==> src/rtl/line_fill_responder.sv <==
// Instruction-cache line-fill responder: 16 handshaked 32-bit RAM reads assembled into one 512-bit line.
// Optional one-line reuse buffer enabled by defining LINE_FILL_BUF_EN.
module line_fill_responder (
  input  logic         clk,
  input  logic         rst_n,
  input  logic         mem_addr_valid,
  input  logic [31:0]  mem_addr,
  output logic         mem_data_ready,
  output logic [511:0] mem_data_o,
  output logic         ram_req,
  output logic [31:0]  ram_addr,
  input  logic         ram_ack,
  input  logic [31:0]  ram_rdata
);

  typedef enum logic [1:0] {S_IDLE, S_FETCH, S_RESP} state_t;

  state_t         r_state;
  logic [25:0]    r_line;
  logic [3:0]     r_beat;
  logic           r_abort;
  logic           r_ready;
  logic [511:0]   r_data;
  logic           r_req;
  logic [31:0]    r_addr;

  logic           w_mismatch;
  logic           w_ack;
  logic           w_hit;
  logic           w_fill_done;

  // Any cycle where the cache no longer wants this exact line poisons the fetch.
  assign w_mismatch  = !mem_addr_valid || (mem_addr[31:6] != r_line);
  assign w_ack       = r_req && ram_ack;
  assign w_fill_done = (r_state == S_FETCH) && w_ack && (r_beat == 4'd15) &&
                       !r_abort && !w_mismatch;

`ifdef LINE_FILL_BUF_EN
  logic [25:0]    r_buf_line;
  logic           r_buf_valid;

  assign w_hit = r_buf_valid && (mem_addr[31:6] == r_buf_line);

  always_ff @(posedge clk or negedge rst_n) begin
    if (!rst_n) begin
      r_buf_valid <= 1'b0;
      r_buf_line  <= '0;
    end else if ((r_state == S_IDLE) && mem_addr_valid && !w_hit) begin
      r_buf_valid <= 1'b0;
    end else if (w_fill_done) begin
      r_buf_valid <= 1'b1;
      r_buf_line  <= r_line;
    end
  end
`else
  assign w_hit = 1'b0;
`endif

  always_ff @(posedge clk or negedge rst_n) begin
    if (!rst_n) begin
      r_state <= S_IDLE;
      r_line  <= '0;
      r_beat  <= '0;
      r_abort <= 1'b0;
      r_ready <= 1'b0;
      r_data  <= '0;
      r_req   <= 1'b0;
      r_addr  <= '0;
    end else begin
      r_ready <= 1'b0;
      case (r_state)
        S_IDLE: begin
          if (mem_addr_valid) begin
            r_line  <= mem_addr[31:6];
            r_beat  <= '0;
            r_abort <= 1'b0;
            if (w_hit) begin
              r_state <= S_RESP;
              r_ready <= 1'b1;
            end else begin
              r_state <= S_FETCH;
              r_req   <= 1'b1;
              r_addr  <= {mem_addr[31:6], 4'd0, 2'b00};
            end
          end
        end
        S_FETCH: begin
          if (w_ack) begin
            r_data[{r_beat, 5'd0} +: 32] <= ram_rdata;
            if (r_abort || w_mismatch) begin
              r_state <= S_IDLE;
              r_req   <= 1'b0;
            end else if (r_beat == 4'd15) begin
              r_state <= S_RESP;
              r_req   <= 1'b0;
              r_ready <= 1'b1;
            end else begin
              r_beat <= r_beat + 4'd1;
              r_addr <= {r_line, r_beat + 4'd1, 2'b00};
            end
          end else if (w_mismatch) begin
            r_abort <= 1'b1;
          end
        end
        S_RESP: begin
          r_state <= S_IDLE;
        end
        default: begin
          r_state <= S_IDLE;
          r_req   <= 1'b0;
        end
      endcase
    end
  end

  assign mem_data_ready = r_ready;
  assign mem_data_o     = r_data;
  assign ram_req        = r_req;
  assign ram_addr       = r_addr;

endmodule

==> config.mk <==
export PLATFORM = sky130hd
export DESIGN_NAME = line_fill_responder
export DESIGN_NICKNAME = d
export VERILOG_FILES = /design/src/rtl/line_fill_responder.sv
export SDC_FILE = /design/constraint.sdc
export NUM_CORES = 1
export LEC_CHECK = 0
export ABC_AREA = 1
export CAP_MARGIN = 20
export CORE_AREA = 5 5 236 284
export CTS_BUF_LIST = sky130_fd_sc_hd__clkbuf_2 sky130_fd_sc_hd__clkbuf_4 sky130_fd_sc_hd__clkbuf_8
export DETAILED_ROUTE_END_ITERATION = 12
export DIE_AREA = 0 0 241 289
export PLACE_DENSITY = 0.7
export REMOVE_ABC_BUFFERS = 1
export SETUP_SLACK_MARGIN = 0.5
export SLEW_MARGIN = 0
export SYNTH_ARGS = -nofsm -noshare
export SYNTH_HDL_FRONTEND = slang
export SYNTH_SLANG_ARGS = --single-unit
==> constraint.sdc <==
create_clock -name clk -period 3.3 [get_ports clk]
set_clock_uncertainty 0.05 [all_clocks]
set_input_delay 0.495 -clock clk [delete_from_list [all_inputs] [get_ports clk]]
set_output_delay 0.495 -clock clk [all_outputs]
set_load 0.005 [all_outputs]
# ---- Word level (Yosys, flattened, before mapping)
# Index checks and enable logic that the tools add are counted.
dict set report totals {
  ff_bits 579
  inputBits 68
  wordCells 65
}
dict set report classes {
  addsub 2
  n_eq_ne 11
  shifts 2
  n_mux 29
  bitwise_logic 1
  n_reduce_logical 12
}
# operator count
set ops {}
lappend ops {{512-bit bitwise mux} 1}
lappend ops {{32-bit by 11-bit variable shift with 512-bit output, first input constant} 1}
lappend ops {{32-bit by 11-bit indexed part select with 512-bit output} 1}
lappend ops {{32-bit 2-to-1 mux} 4}
lappend ops {{32-bit case mux with 2 select lines} 1}
lappend ops {{26-bit inequality test} 1}
lappend ops {{4-bit 2-to-1 mux} 4}
lappend ops {{2-bit inequality test, second input constant} 6}
lappend ops {{1-bit 2-to-1 mux} 11}
lappend ops {{9-bit negator with 11-bit output} 1}
lappend ops {{2-bit 2-to-1 mux} 4}
lappend ops {{4-bit case mux with 2 select lines} 1}
lappend ops {{4-bit AND reduction} 2}
lappend ops {{5-bit AND reduction} 1}
lappend ops {{4-bit by 1-bit adder with 4-bit output, second input constant} 1}
lappend ops {{4-bit == test, second input constant} 1}
lappend ops {{2-bit case mux with 2 select lines} 1}
lappend ops {{2-bit AND reduction} 2}
lappend ops {{3-bit by 1-bit inequality test with 1-bit output, second input constant} 1}
lappend ops {{1-bit case mux with 3 select lines} 1}
lappend ops {{3-bit AND reduction} 1}
lappend ops {{2-bit by 1-bit == test with 1-bit output, second input constant} 1}
lappend ops {{2-bit == test, second input constant} 1}
lappend ops {{2-bit logical NOT} 1}
lappend ops {{other kinds (6)} 7}

# ---- Depth between registers and ports, before layout
# Gate-level depths: netlist of the first run.
dict set report depth {
  word_depth 6
  ltp_mapped 14
}

# ---- Worst setup path after synthesis of the first run
# OpenSTA, ideal clock, no wires.
dict set report synth_path {
  path_type {register -> register}
  startpoint {reg r_beat[0]}
  endpoint {reg r_data[82], in the netlist mem_data_o[82]}
  arrival_time_ns 2.416
  required_ns 3.118
  slack_ns 0.702
  stages_incl_launch_ff 12
  path_buffers 3
  cell_sequence {dfrtp_1 -> inv_1 -> clkbuf_1 -> clkbuf_1 -> ha_1 -> xnor2_4 -> inv_2 -> nor2_2 -> nand2_2 -> buf_2 -> nand2_1 -> o21ai_0}
}
dict set report synth_via {
  elab_chain_cells 3
  elab_cells_between_ends 4
  classes_between {1 x add/sub; 2 x shift; 1 x mux}
}
# element line
set synth_rtl {}
lappend synth_rtl {{from (decl)} 20} ;# logic [3:0] r_beat;
lappend synth_rtl {{from (signal assigned)} 98} ;# r_beat <= r_beat + 4'd1;
lappend synth_rtl {{9-bit negator with 11-bit output *} 89} ;# r_data[{r_beat, 5'd0} +: 32] <= ram_rdata;
lappend synth_rtl {{32-bit by 11-bit indexed part select with 512-bit output / 32-bit by 11-bit variable shift with 512-bit output (equally long branches)} 89}
lappend synth_rtl {{512-bit bitwise mux *} 89}
lappend synth_rtl {{to (signal, indexed assignment)} 89}
lappend synth_rtl {{to (decl)} 23} ;# logic [511:0] r_data;
# Mark *: on every way between the ends. The rest lies on a longest branch, timed or not.
# A chain may end at the register's enable or synchronous reset.

# ---- Worst setup path after layout of the first run
dict set report layout_path {
  startpoint {reg r_beat[1]}
  endpoint {reg r_data[387], in the netlist mem_data_o[387]}
}
# The elaborated chain is that of the path after synthesis.

==> reports/qor.txt, run 1 <==
Post-synth top area share: 64.7%
Status: finished, final reports clean
Worst IR Drop VDD: 599 µV
Antenna violations before repair: 1
Max Fclk: 376 MHz
Vias in the first global route: 18600
Overall power: 0.0228 W
Area leader, netlist: dfrtp_1
Seq pwr share: 40.6%
Worst skew pair latency: 0.68 ns
XOR/XNOR Fraction of Synth Area: 0.322%
Reg area: 14300 µm²
WS Path Type: flop to flop
CTS H-tree depth: 3
Sw Share: 33.3%
#FFs+latches synth: 573
Layout cells sized above 1: 9.19%
Num CTS Buffers: 92
Post-Route WL: 82700 µm
Post-synthesis mux area share: 0%
Tot GR Track Use: 23.0%
Area contributors post-synth: dfrtp_1 (65%), nand2_1 (12%), o21ai_0 (8.2%), o21ai_1 (4.0%), inv_1 (2.6%)
CP Capture Type: flop
Largest family of logic cells by synthesized area: simple AND/OR/NAND/NOR gates
Crit path DAT: 3.18 ns
Pint: 0.0152 W
Mapped cell area: 22200 µm²
Placed cells: 3676
Final setup fails: 0
Starting Density: 34.6%
Largest net degree at the start of global routing: 75
Drt wl/cell: 21.5 µm
DP HPWL: 56600 µm
Syn_area_per_cell: 9.55 µm²
Slew Limit Fails: 0
# Max-Cap Violations: 0
Area share of fa/ha/maj cells after synthesis: 0.226%
Global-route wire length before repair: 121000 µm
Synth Area in Compound Gates: 13.4%
Tmin final: 2.66 ns
CP Launch Type: flop
Post-layout util: 48.8%
Ys Warns: 0
Vias: 18800
Sw Pwr: 0.00759 W
Gp weighted congestion: 0.904
Logic pwr share: 30.5%
Post-Place Setup Slack: 0.475 ns
IO buf count: 605
Hold Crit Class: primary input to async pin
Core area: 64100 µm²
GRT overflow: 0
Chip Height: 289 µm
Die area: 69600 µm²
Clk slew on worst S/H paths: 0.06 ns
First DRT Iteration DRCs: 1409
Period Utilization, post-route: 80.6%
ANT nets after route: 0
Final count of hold timing violations: 0
IO Count: 614
Setup_tns: 0 ns
Seq/Total Area, Yosys: 64.7%
Post-CTS Setup Bufs: 0
Post-synthesis simple-gate area fraction: 15.9%
Row count: 102
DR DRC count: 0
Leak pwr: 13.9 nW
Clk network pwr share: 28.9%
CTS Sinks: 573
CTS root buf: clkbuf_8
Cell Pwr Density: 731 nW/µm²
Maximum fanout along the worst path: 64
Multi-input logic area: 6640 µm²
Chip width: 241 µm
DR pass1 iterations: 5
CTS tree: built
Worst Tran Pin Value: 1.14 ns
Vias/cell: 4.89
Synth Instances: 2320
Data required, critical path: 3.81 ns
RSZ-0062 raised after global routing: true
Post-Layout Cell Count: 3847
Yosys cell types: 33
Setup ws final: 0.639 ns
Area Overhead vs Synth: 41.0%
Clock tree buffer depth: 3
N_diodes: 0
Rel. slew slack: 23.9%
Layout Nets: 3011
Filler instances: 5956
[cells in the mapped netlist]
| library cell | n |
|---|---|
| nor3_1 | 64 |
| buf_4 | 5 |
| nand2_2 | 12 |
| xnor2_1 | 4 |
| a21oi_2 | 1 |
| a22oi_1 | 1 |
| o211ai_1 | 1 |
| xor2_1 | 1 |
| nand3_2 | 4 |
| inv_2 | 13 |
| buf_2 | 50 |
| o21ai_0 | 362 |
| nor2_4 | 5 |
| ha_1 | 4 |
| nor2_2 | 5 |
| xnor2_4 | 1 |
| conb_1 | 1 |
| nand4_1 | 2 |
| inv_1 | 154 |
| clkbuf_1 | 71 |
| clkinv_1 | 1 |
| nand2_1 | 700 |
| buf_1 | 7 |
| nor3_2 | 3 |
| nor4_1 | 1 |
| nor2_1 | 23 |
| o31ai_1 | 32 |
| nand3_1 | 36 |
| or2_2 | 2 |
| o21ai_1 | 176 |
| nand2_4 | 4 |
| dfrtp_1 | 573 |
| a21oi_1 | 1 |
[repair_timing]
action / CTS / global route
hold endpoints to repair: 58 / 0
endpoints found under the setup margin: 0 / 52
resized for setup: 0 / 1
hold buffers: 1 / 0
[routing by layer]
layer / up-vias / wire [µm] / global-route usage [%]
li1: 8768 / - / -
met1: 9103 / 32500 / 28.0
met2: 794 / 38500 / 37.6
met3: 165 / 8190 / 7.70
met4: 0 / 3520 / 9.82
met5: - / 0 / 0
[power groups by stage]
stage	Combinational (W)	Clock [W]	Sequential, W
2_1_floorplan	0.00254	0	0.00936
3_3_place_gp	0.00692	0	0.00930
5_1_grt	0.00762	0.00705	0.00943
3_5_place_dp	0.00702	0	0.00934
4_1_cts	0.00704	0.00673	0.00925
6_report	0.00697	0.00659	0.00926
[sequential cells by signal, summed over array words and instances (netlist names)]
| signal | flops |
|---|---|
| mem_data_o | 512 |
| mem_data_ready | 1 |
| r_line | 26 |
| r_beat | 3 |
| ram_req | 1 |
| r_abort | 1 |
| r_state | 2 |
| ram_addr | 27 |
[cell usage in the layout (no fill, tap or decap), types with 3 or more instances in the layout]
master,n
nand2_1,700
clkdlybuf4s50_1,604
dfrtp_1,572
o21ai_0,362
o21ai_1,176
inv_1,153
clkbuf_8,114
nor3_1,64
buf_4,42
clkbuf_4,37
nand3_1,36
o31ai_1,32
nor2_1,22
inv_2,14
nand2_2,12
clkinv_2,10
buf_12,9
nor2_4,6
nor2_2,5
xnor2_1,4
nand2_4,4
nor3_2,3
ha_1,3
[worst max-delay path, stage by stage (launching register included)]
cell     delay [ns]
dfrtp_1        0.45
inv_1          0.14
ha_2           0.24
xnor2_4        0.36
inv_2          0.13
nor2_2         0.21
nand2_4        0.42
o21ai_1        0.36
[per-stage QoR]
| step | hold slack [ns] | instance area (µm²) |
|---|---|---|
| final | 0.361 | 31200 |
| after detailed placement | 0.412 | 29200 |
| after global placement | 0.410 | 29200 |
| after floorplan | 0.149 | 21600 |
| after CTS | 0.320 | 31200 |
| after global routing | 0.349 | 31200 |
[cell families (layout without fill, tap and decap cells)]
| family | Yosys count | after routing |
|---|---|---|
| AND/OR/NAND/NOR | 861 | 861 |
| AO/OA/AOI/OAI | 574 | 574 |
| flip-flops | 573 | 573 |
| buffers and inverters | 301 | 995 |
| XOR/XNOR | 6 | 6 |
| adder cells (fa/ha/maj) | 4 | 4 |
| other | 1 | 2 |
[worst paths after layout]
path	startpoint	to	slack, ns	cells past startpoint
setup reg to reg	r_beat[1]	mem_data_o[387]	0.64	7
setup / recovery	r_beat[1]	mem_data_o[387]	0.64	7
hold / removal	rst_n	r_line[21]	0.36	2
hold reg to reg	mem_data_o[256]	mem_data_o[256]	0.43	2
min in group clk	mem_addr[25]	r_line[19]	0.39	3
max in group asynchronous	rst_n	mem_data_o[498]	1.81	4
[final cells by class]
class                      count  area share [%]
sequential                   573            45.9
multi-input combinational   1447            21.2
timing repair buffer         657            21.0
clock buffer                 151            5.91
tap                          832            3.33
inverter                     168            2.03
clock inverter                19           0.577
(Power assumes the default switching activity.)
==> run 2: changes to the inputs <==
PLACE_DENSITY = 0.72   (was 0.7)
clock period = 2.2 ns   (was 3.3 ns; I/O delays follow)
==> run 2 against run 1 <==
Effect of this change:
- setup slack got worse by 0.56 ns
- utilization rose by 8.7 points
- combinational power rose by 99%
- global-route usage rose by 3.2 points
- non-clock buffer count rose by 364
- worst hold slack got worse by 0.22 ns
- cell area rose by 18%
- sequential share of layout area fell by 6.9 points
- clock power rose by 56%
- largest cell class unchanged
- largest power group unchanged
- highest routed layer is now met5
==> reports/qor.txt, run 2 (synthesized netlist as in run 1, its figures left out) <==
First DRT Iteration DRCs: 2101 (was 1409)
Max reg flops: 512 (unchanged)
Leak pwr: 21.5 nW (was 13.9 nW)
Chip Height: 289 µm (unchanged)
Post-route cell area: 36800 µm² (was 31200 µm²)
Cell Pwr Density: 1040 nW/µm² (was 731 nW/µm²)
Maximum fanout along the worst path: 5 (was 64)
Slew Limit Fails: 0 (unchanged)
Worst R2R End: mem_data_o[124] (was mem_data_o[387])
Layout Nets: 3381 (was 3011)
# Max-Cap Violations: 0 (unchanged)
Max Fclk: 472 MHz (was 376 MHz)
CP Buf/Inv Count: 6 (was 2)
Sw Pwr: 0.0138 W (was 0.00759 W)
Crit path DAT: 2.69 ns (was 3.18 ns)
Overall power: 0.0382 W (was 0.0228 W)
Num CTS Buffers: 94 (was 92)
IO Count: 614 (unchanged)
Rel. slew slack: 56.4% (was 23.9%)
Crit path depth: 12 (was 7)
DP HPWL: 60000 µm (was 56600 µm)
Global-route wire length before repair: 135000 µm (was 121000 µm)
Row count: 102 (unchanged)
CTS H-tree depth: 3 (unchanged)
Chip width: 241 µm (unchanged)
IO buf count: 605 (unchanged)
Vias in the first global route: 19500 (was 18600)
DP Area: 30000 µm² (was 29200 µm²)
Tmin final: 2.12 ns (was 2.66 ns)
Setup_tns: 0 ns (unchanged)
Reg-to-Reg Start: r_beat[1] (unchanged)
Data required, critical path: 2.77 ns (was 3.81 ns)
Top delay family on crit path: buffers and inverters (was simple AND/OR/NAND/NOR gates)
Commonest non-fill, non-tap cell in the layout: dfrtp_1 (was nand2_1)
CTS Sinks: 573 (unchanged)
Pint: 0.0244 W (was 0.0152 W)
Hold Crit Class: primary input to async pin (unchanged)
DR DRC count: 0 (unchanged)
Clk slew on worst S/H paths: 0.08 ns (was 0.06 ns)
Area Overhead vs Synth: 66.1% (was 41.0%)
Antenna violations before repair: 5 (was 1)
CTS root buf: clkbuf_8 (unchanged)
Filler instances: 5191 (was 5956)
Sw Share: 36.1% (was 33.3%)
Worst IR Drop VDD: 861 µV (was 599 µV)
Post-layout util: 57.5% (was 48.8%)
Vias: 22500 (was 18800)
Gp weighted congestion: 0.893 (was 0.904)
Post-Layout Cell Count: 4221 (was 3847)
Final setup fails: 0 (unchanged)
Starting Density: 34.6% (unchanged)
Core area: 64100 µm² (unchanged)
RSZ-0062 raised after global routing: true (unchanged)
Most frequent cells in the layout: dfrtp_1 (570), nand2_1 (553), clkbuf_2 (308), o21ai_0 (258), buf_4 (233) (was nand2_1 (700), clkdlybuf4s50_1 (604), dfrtp_1 (572), o21ai_0 (362), o21ai_1 (176))
Slowest stage cell, crit path: dfrtp_1 (unchanged)
Layout cells sized above 1: 35.7% (was 9.19%)
Worst skew pair latency: 0.69 ns (was 0.68 ns)
Clock tree buffer depth: 3 (unchanged)
Worst Tran Pin Value: 0.653 ns (was 1.14 ns)
CTS tree: built (unchanged)
Placed cells: 3729 (was 3676)
Tot GR Track Use: 26.3% (was 23.0%)
GRT overflow: 0 (unchanged)
Reg-to-reg setup timing slack: 0.08 ns (was 0.64 ns)
Clk network pwr share: 27.0% (was 28.9%)
Post-Route WL: 118000 µm (was 82700 µm)
WS Path Type: flop to flop (unchanged)
Worst R2R Path Depth: 12 (was 7)
Drt wl/cell: 28.0 µm (was 21.5 µm)
Setup crit start: r_beat[1] (unchanged)
Die area: 69600 µm² (unchanged)
CP max stage delay: 0.39 ns (was 0.45 ns)
Period Utilization, post-route: 96.2% (was 80.6%)
Crit path cell chain: inv_2 -> ha_4 -> nand3_4 -> nand2_4 -> buf_6 -> nor2_4 -> buf_12 -> nand3_4 -> buf_12 -> buf_8 -> clkbuf_16 -> o21ai_2 (was inv_1 -> ha_2 -> xnor2_4 -> inv_2 -> nor2_2 -> nand2_4 -> o21ai_1)
CP Capture Type: flop (unchanged)
CP Launch Type: flop (unchanged)
DR pass1 iterations: 7 (was 5)
Status: finished, final reports clean (unchanged)
Seq pwr share: 36.6% (was 40.6%)
Final count of hold timing violations: 0 (unchanged)
Largest net degree at the start of global routing: 71 (was 75)
Vias/cell: 5.32 (was 4.89)
Logic pwr share: 36.4% (was 30.5%)
ANT nets after route: 0 (unchanged)
==> run 2: changes by cell type in the layout (fill, tap and decap cells not counted), sizes merged, moves of 4 or more <==
cell / change
dlymetal6s2s: +223
buf: +326
clkbuf: +355
diode: +4
clkdlybuf4s50: -544
nand2: +4
==> run 2: power groups by stage <==
stage	combinational [W]	clock, W	sequential [W]
after CTS	0.0113	0.0104	0.0138
after detailed placement	0.0109	0	0.0140
after global routing	0.0148	0.0109	0.0142
after floorplan	0.00381	0	0.0140
after global placement	0.0107	0	0.0140
final	0.0139	0.0103	0.0140
==> run 2: routing by layer <==
metal	track usage (%)	routed length [µm]
met1	32.1	42900
met2	43.2	54200
met3	9.32	13800
met4	9.59	7060
met5	0	14
==> run 2: through the flow <==
stage	hold slack [ns]	setup WS, ns
finish	0.139	0.0836
global route	0.117	0.0223
CTS	0.0857	0.204
detailed placement	0.272	-0.187
global placement	0.275	-0.170
floorplan	-0.0156	-2.54
==> run 2: layout make-up <==
class                   instances  area, µm²  area share (%)
flip-flops and latches        573      14300            39.0
repair buffers               1021      10700            29.0
multi-input cells            1451       7970            21.7
clock buffers                 149       1870            5.08
well taps                     832       1040            2.83
inverters                     168        667            1.81
clock inverters                23        219           0.595
diodes                          4       10.0          0.0272
==> run 2: worst max path at each step <==
stage,to
floorplan,mem_data_o[0]
global placement,ram_addr[16]
detailed placement,ram_addr[10]
CTS,mem_data_o[290]
global route,mem_data_o[431]
finish,mem_data_o[124]
==> run 2: timing repair <==
action,CTS,global route
pin swaps,11,47
buffers inserted,55,163
resized for setup,416,1358
hold buffers,1,0
cloned,23,74
hold endpoints to repair,443,0
setup endpoints to repair,1087,1090
